## src/rtl/bus_pkg.sv

```systemverilog
// Shared bus definitions for the split-capable initiator/target pair.
//   state_t    : initiator FSM states
//   RW_WRITE/RW_READ : encoding of the bus rw bit
//   BUS_ADDR_W/BUS_DATA_W : default bus widths shared with the target
package bus_pkg;

  localparam int unsigned BUS_ADDR_W = 16;
  localparam int unsigned BUS_DATA_W = 8;

  localparam logic RW_WRITE = 1'b1;
  localparam logic RW_READ  = 1'b0;

  typedef enum logic [2:0] {
    ST_IDLE,
    ST_REQ,
    ST_ADDR,
    ST_WAIT_RESP,
    ST_SPLIT_WAIT,
    ST_RESP
  } state_t;

  // States in which the initiator is waiting on the target and the
  // timeout counter runs.
  function automatic logic is_wait_state(state_t s);
    return (s == ST_WAIT_RESP) || (s == ST_SPLIT_WAIT);
  endfunction

endpackage

```

## src/rtl/bus_timeout_counter.sv

```systemverilog
// Saturating cycle counter used to bound how long the initiator waits on
// the target.
//   clk, rst   : clock, synchronous active-high reset
//   clear_i    : restart the count from zero (wins over en_i)
//   en_i       : count this cycle
//   expired_o  : count has reached LIMIT-1 (never asserted when LIMIT == 0)
module bus_timeout_counter #(
  parameter int unsigned LIMIT = 64
) (
  input  logic clk,
  input  logic rst,
  input  logic clear_i,
  input  logic en_i,
  output logic expired_o
);

  localparam int unsigned CW = (LIMIT > 0) ? $clog2(LIMIT + 1) : 1;
  localparam logic [CW-1:0] SAT  = CW'(LIMIT);
  localparam logic [CW-1:0] LAST = (LIMIT > 0) ? CW'(LIMIT - 1) : '0;

  logic [CW-1:0] count_q, count_d;

  always_comb begin
    count_d = count_q;
    if (clear_i) begin
      count_d = '0;
    end else if (en_i && (count_q != SAT)) begin
      count_d = count_q + CW'(1);
    end
  end

  always_ff @(posedge clk) begin
    if (rst) begin
      count_q <= '0;
    end else begin
      count_q <= count_d;
    end
  end

  assign expired_o = (LIMIT > 0) && (count_q == LAST);

endmodule

```

## src/rtl/split_initiator.sv

```systemverilog
// Bus initiator issuing single-beat read/write transactions to a
// split-capable target, one transaction in flight at a time.
//   Local command side : cmd_valid/cmd_rw/cmd_addr/cmd_wdata in, cmd_ready out
//   Local response side: rsp_valid pulse with rsp_rdata and rsp_err, busy
//   Arbiter side       : bus_req out, bus_grant in
//   Target side        : bus_addr(_valid), bus_wdata(_valid), bus_rw out;
//                        target_ready, target_ack, target_split_ack,
//                        target_rdata(_valid) in
// Every output is a flop loaded from the next-state decode, so outputs line
// up with the state register without any combinational path to the ports.
module split_initiator
  import bus_pkg::*;
#(
  parameter int unsigned ADDR_WIDTH     = BUS_ADDR_W,
  parameter int unsigned DATA_WIDTH     = BUS_DATA_W,
  parameter int unsigned TIMEOUT_CYCLES = 64
) (
  input  logic                  clk,
  input  logic                  rst,
  input  logic                  cmd_valid,
  input  logic                  cmd_rw,
  input  logic [ADDR_WIDTH-1:0] cmd_addr,
  input  logic [DATA_WIDTH-1:0] cmd_wdata,
  output logic                  cmd_ready,
  output logic                  rsp_valid,
  output logic [DATA_WIDTH-1:0] rsp_rdata,
  output logic                  rsp_err,
  output logic                  busy,
  output logic                  bus_req,
  input  logic                  bus_grant,
  output logic [ADDR_WIDTH-1:0] bus_addr,
  output logic                  bus_addr_valid,
  output logic [DATA_WIDTH-1:0] bus_wdata,
  output logic                  bus_wdata_valid,
  output logic                  bus_rw,
  input  logic                  target_ready,
  input  logic                  target_ack,
  input  logic                  target_split_ack,
  input  logic [DATA_WIDTH-1:0] target_rdata,
  input  logic                  target_rdata_valid
);

  state_t                state_q, state_d;
  logic [ADDR_WIDTH-1:0] addr_q, addr_d;
  logic                  rw_q, rw_d;
  logic [DATA_WIDTH-1:0] wdata_q, wdata_d;

  logic                  cmd_ready_q, rsp_valid_q, rsp_err_q, busy_q, bus_req_q;
  logic [DATA_WIDTH-1:0] rsp_rdata_q, bus_wdata_q;
  logic [ADDR_WIDTH-1:0] bus_addr_q;
  logic                  bus_addr_valid_q, bus_wdata_valid_q, bus_rw_q;

  logic cap_rdata, tmo_hit, tmo_expired, tmo_clear, tmo_en;

  // The counter restarts when the address phase hands over to WAIT_RESP and
  // again when a split moves the wait into SPLIT_WAIT.
  assign tmo_clear = (state_q == ST_ADDR) ||
                     ((state_q == ST_WAIT_RESP) && (state_d == ST_SPLIT_WAIT));
  assign tmo_en    = is_wait_state(state_q);

  bus_timeout_counter #(
    .LIMIT (TIMEOUT_CYCLES)
  ) u_tmo (
    .clk       (clk),
    .rst       (rst),
    .clear_i   (tmo_clear),
    .en_i      (tmo_en),
    .expired_o (tmo_expired)
  );

  always_comb begin
    state_d   = state_q;
    addr_d    = addr_q;
    rw_d      = rw_q;
    wdata_d   = wdata_q;
    cap_rdata = 1'b0;
    tmo_hit   = 1'b0;
    unique case (state_q)
      ST_IDLE: begin
        if (cmd_valid && cmd_ready_q) begin
          addr_d  = cmd_addr;
          rw_d    = cmd_rw;
          wdata_d = cmd_wdata;
          state_d = ST_REQ;
        end
      end
      ST_REQ: begin
        if (bus_grant && target_ready) state_d = ST_ADDR;
      end
      ST_ADDR: state_d = ST_WAIT_RESP;
      ST_WAIT_RESP: begin
        // An ack always takes precedence over a simultaneous split_ack; a
        // read ack without data is not a completion and keeps waiting.
        if (target_ack && (rw_q == RW_WRITE)) begin
          state_d = ST_RESP;
        end else if (target_ack && target_rdata_valid) begin
          state_d   = ST_RESP;
          cap_rdata = 1'b1;
        end else if (!target_ack && target_split_ack && (rw_q == RW_READ)) begin
          state_d = ST_SPLIT_WAIT;
        end else if (tmo_expired) begin
          state_d = ST_RESP;
          tmo_hit = 1'b1;
        end
      end
      ST_SPLIT_WAIT: begin
        // bus_grant is deliberately not looked at here: the target drives
        // the deferred data once the arbiter hands it the bus.
        if (target_ack && target_rdata_valid) begin
          state_d   = ST_RESP;
          cap_rdata = 1'b1;
        end else if (tmo_expired) begin
          state_d = ST_RESP;
          tmo_hit = 1'b1;
        end
      end
      ST_RESP: state_d = ST_IDLE;
      default: state_d = ST_IDLE;
    endcase
  end

  always_ff @(posedge clk) begin
    if (rst) begin
      state_q           <= ST_IDLE;
      addr_q            <= '0;
      rw_q              <= 1'b0;
      wdata_q           <= '0;
      cmd_ready_q       <= 1'b0;
      rsp_valid_q       <= 1'b0;
      rsp_err_q         <= 1'b0;
      rsp_rdata_q       <= '0;
      busy_q            <= 1'b0;
      bus_req_q         <= 1'b0;
      bus_addr_q        <= '0;
      bus_addr_valid_q  <= 1'b0;
      bus_wdata_q       <= '0;
      bus_wdata_valid_q <= 1'b0;
      bus_rw_q          <= 1'b0;
    end else begin
      state_q           <= state_d;
      addr_q            <= addr_d;
      rw_q              <= rw_d;
      wdata_q           <= wdata_d;
      cmd_ready_q       <= (state_d == ST_IDLE);
      busy_q            <= (state_d != ST_IDLE);
      bus_req_q         <= (state_d == ST_REQ) || (state_d == ST_ADDR) ||
                           (state_d == ST_WAIT_RESP);
      bus_addr_valid_q  <= (state_d == ST_ADDR);
      bus_addr_q        <= (state_d == ST_ADDR) ? addr_q : '0;
      bus_rw_q          <= (state_d == ST_ADDR) && rw_q;
      bus_wdata_valid_q <= (state_d == ST_ADDR) && (rw_q == RW_WRITE);
      bus_wdata_q       <= ((state_d == ST_ADDR) && (rw_q == RW_WRITE)) ? wdata_q : '0;
      rsp_valid_q       <= (state_d == ST_RESP);
      rsp_err_q         <= tmo_hit;
      // Timeouts and writes report zero read data.
      rsp_rdata_q       <= cap_rdata ? target_rdata : '0;
    end
  end

  assign cmd_ready       = cmd_ready_q;
  assign rsp_valid       = rsp_valid_q;
  assign rsp_err         = rsp_err_q;
  assign rsp_rdata       = rsp_rdata_q;
  assign busy            = busy_q;
  assign bus_req         = bus_req_q;
  assign bus_addr        = bus_addr_q;
  assign bus_addr_valid  = bus_addr_valid_q;
  assign bus_wdata       = bus_wdata_q;
  assign bus_wdata_valid = bus_wdata_valid_q;
  assign bus_rw          = bus_rw_q;

endmodule

```

## config.mk

```make
export PLATFORM = sky130hd
export DESIGN_NAME = split_initiator
export DESIGN_NICKNAME = d
export VERILOG_FILES = /design/src/rtl/bus_pkg.sv /design/src/rtl/bus_timeout_counter.sv /design/src/rtl/split_initiator.sv
export SDC_FILE = /design/constraint.sdc
export NUM_CORES = 1
export LEC_CHECK = 0
export ABC_AREA = 1
export CORE_MARGIN = 2
export CORE_UTILIZATION = 41
export DETAILED_ROUTE_END_ITERATION = 7
export GPL_TIMING_DRIVEN = 0
export PLACE_DENSITY = 0.83
export SYNTH_ARGS = -nofsm -noshare
export SYNTH_HDL_FRONTEND = slang
export SYNTH_SLANG_ARGS = --single-unit
```

## constraint.sdc

```tcl
create_clock -name clk -period 1.4 [get_ports clk]
set_clock_uncertainty 0.05 [all_clocks]
set_input_delay 0.14 -clock clk [delete_from_list [all_inputs] [get_ports clk]]
set_output_delay 0.14 -clock clk [all_outputs]
set_load 0.02 [all_outputs]
```

==> results.json, run 1 <==
{
  "fin_ws_ns": -0.08252,
  "drt_wl_total_mm": 6.368,
  "grt_remaining_overflow": 0,
  "finalCriticalPeriod_ns": 1.483,
  "setup_tns_ns": -0.5792,
  "drive_gt1_share_pct": 20.57,
  "finalHoldViolCount": 0,
  "synth_seq_cells": 74,
  "routabilityCongestion": 0.8755,
  "cts_tree": "built",
  "firstDrtPassIters": 4,
  "whs_ns": 0.2758,
  "synth_top_cell_area_share_pct": 57.34,
  "hold_buffers": 0,
  "arrival_ns": 1.65,
  "slowest_delay_ns": 0.34,
  "clockPowerShare_pct": 37.5,
  "grt_pass1_wl_mm": 10.08,
  "cp-start-kind": "flip-flop",
  "ys.warnings.count": 0,
  "cap_violations": 0,
  "grt_pass1_vias": 2226,
  "seq_area_frac_synth_pct": 57.34,
  "power_switching_uw": 1060,
  "initial_core_util_pct": 43.13,
  "synthCells": 312,
  "cts-root-buf": "clkbuf_8",
  "final_common_cell": "dfxtp_1",
  "finalSetupViolations": 12,
  "io_pins": 81,
  "crit_slowest_cell": "dfxtp_2",
  "leakagePower_uw": 0.001788,
  "htreeDepth": 3,
  "drv_slew": 0,
  "stdcell_area_um2": 3914,
  "antenna_found_initial": 0,
  "clock-sinks": 74,
  "max_freq_mhz": 674.5,
  "min_path_type": "in -> reg",
  "ant_nets": 0,
  "crit_family": "simple AND/OR/NAND/NOR gates",
  "die_h_um": 83.39,
  "clkTransAtPathRegs_ns": 0.07,
  "antenna_cells": 0,
  "dieArea_um2": 6953,
  "violations": "negative setup slack",
  "min_period_over_period_pct": 105.9,
  "syn_area_um2": 2584,
  "final_cell_mix": "65 x dfxtp_1, 50 x inv_1, 41 x nor2_1",
  "grt_max_degree": 13,
  "cp.required_ns": 1.57,
  "synth_area_leader_cell": "dfxtp_1",
  "worstSkewPairLatency_ns": 0.34,
  "io_buffers": 80,
  "synthesis.nets": 355,
  "coreArea_um2": 5991,
  "synth_area_leaders": "dfxtp_1 57%, inv_1 7.8%, nor2_1 7.3%",
  "seqPwrFrac_pct": 50.8,
  "vias": 2340,
  "numCtsBuffers": 9,
  "first_iter_violations": 70,
  "cts_buffer_depth": 2,
  "status": "complete, but fails checks",
  "via_per_inst": 4.746,
  "worst_slew_pin_slew_ns": 0.3380,
  "slew_headroom_pct": 77.47,
  "routedWlPerCell_um": 12.92,
  "crit_path_end_kind": "flip-flop",
  "pwr_density_cell_nw_per_um2": 1130,
  "dpl.hpwl_mm": 4.369,
  "critPathBufInv": 2,
  "nNetsFinal": 456,
  "pwr-share-comb_pct": 11.6,
  "grt_use_total_pct": 18.19,
  "areaGrowthSynthToFinish_pct": 51.48,
  "finalPower_uw": 4422,
  "drc_errors": 0,
  "rsz0062_at_grt": "true",
  "placed_area_um2": 3478,
  "crit_type": "reg -> reg",
  "die_w_um": 83.39,
  "worstPathMaxFanout": 5,
  "num_rows": 28,
  "cp_cell_sequence": "ha_4 -> inv_4 -> nor2_4 -> nand2_4 -> nand3_2 -> a21oi_2 -> buf_4 -> nand2_2 -> nor2_2 -> a21oi_1",
  "yosysUniqueCellTypes": 22,
  "switching_share_pct": 23.98,
  "postSynthAreaPerCell_um2": 8.281,
  "internal_power_uw": 3362,
  "peakVddDrop_uv": 739.4
}
[flip-flops by register name, indices dropped and copies added (netlist names)]
signal          flops
addr_q             16
bus_addr_valid      1
bus_wdata           8
bus_rw              1
state_q             3
wdata_q             8
cmd_ready           1
rsp_valid           1
u_tmo.count_q       7
rw_q                1
rsp_err             1
busy                1
bus_req             1
rsp_rdata           8
bus_addr           16
[cell usage after synthesis (all sizes together)]
cell,instances
buf,3
nand4,3
a21oi,27
o21ai,29
inv,57
nor2,57
a31oi,1
xor2,5
ha,2
nand3,11
dfxtp,74
clkbuf,7
nand2,29
xnor2,1
nor3,6
[stage by stage]
stage / instances / setup WS [ns] / utilization (%)
floorplan: 312 / 0.03676 / -
global placement: 467 / -0.3299 / 58.06
detailed placement: 467 / -0.3946 / 58.06
CTS: 486 / -0.08327 / 62.16
global route: 493 / -0.1732 / 65.33
finish: 493 / -0.08252 / 65.33
[routing by layer]
layer / part of all wire, % / routed length (um) / vias to the layer above / track usage [%]
li1: - / - / 1162 / -
met1: 39 / 2461 / 1092 / 19.83
met2: 53 / 3387 / 74 / 32.77
met3: 5.6 / 356 / 12 / 5.368
met4: 2.6 / 163 / 0 / 7.452
met5: 0 / 0 / - / 0
[worst reg2reg max path, delay by kind of cell, from the launching register on]
family,cells,cell delay [ns]
buffers and inverters,2,0.19
DFF,1,0.34
and+or+nand+nor,5,0.39
adders and majority gates,1,0.16
AOI/OAI and AO/OA,2,0.24
[power by group through the flow]
stage / registers [uW] / logic, uW / clock network (uW)
global placement: 2280 / 441 / 0
detailed placement: 2290 / 456 / 0
finish: 2250 / 513 / 1660
CTS: 2240 / 462 / 1690
global route: 2260 / 571 / 1770
floorplan: 2300 / 227 / 0
[logic make-up (layout without fill, tap and decap cells)]
| group | count (synthesis) | count (layout) | synth area share, % |
|---|---|---|---|
| AO/OA/AOI/OAI | 57 | 57 | 11.09 |
| buffers and inverters | 67 | 173 | 9.976 |
| flip-flops | 74 | 74 | 57.34 |
| adder cells (fa/ha/maj) | 2 | 2 | 0.9684 |
| AND/OR/NAND/NOR | 106 | 106 | 18.60 |
| XOR/XNOR | 6 | 6 | 2.034 |
[layout make-up]
class	instances	area (um2)
timing repair buffer	90	847.1
sequential	74	1495
inverter	57	221.5
tap	75	93.84
multi-input combinational	171	978.4
clock buffer	12	155.1
clock inverter	4	50.05
buffer	10	72.57
fill	505	2077
[final timing paths]
kind / start / endpoint / slack (ns) / cells past startpoint
max: u_tmo.count_q[1]$_SDFFE_PP0P_ / busy$_SDFF_PP0_ / -0.08 / 10
min: target_rdata[3] / rsp_rdata[3]$_SDFF_PP0_ / 0.28 / 3
max reg2reg: u_tmo.count_q[1]$_SDFFE_PP0P_ / busy$_SDFF_PP0_ / -0.08 / 10
min reg2reg: wdata_q[2]$_SDFFE_PP0P_ / bus_wdata[2]$_SDFF_PP0_ / 0.38 / 2
[what timing repair did]
item,in CTS,in global routing
gates cloned,0,1
gates resized for setup,63,52
pin swaps,7,9
endpoints found under the setup margin,68,66
buffers inserted,3,6
Note: power is estimated with default switching activity, not from simulation.
==> inputs of run 2 (changes only) <==
--- a/config.mk
+++ b/config.mk
@@ -6,6 +6,7 @@
 export NUM_CORES = 1
 export LEC_CHECK = 0
 export ABC_AREA = 1
+export ABC_CLOCK_PERIOD_IN_PS = 1400
 export CORE_MARGIN = 2
 export CORE_UTILIZATION = 41
 export DETAILED_ROUTE_END_ITERATION = 7
==> results of run 2 <==
Same layout as run 1: the final DEF is identical, and so are final timing and power.
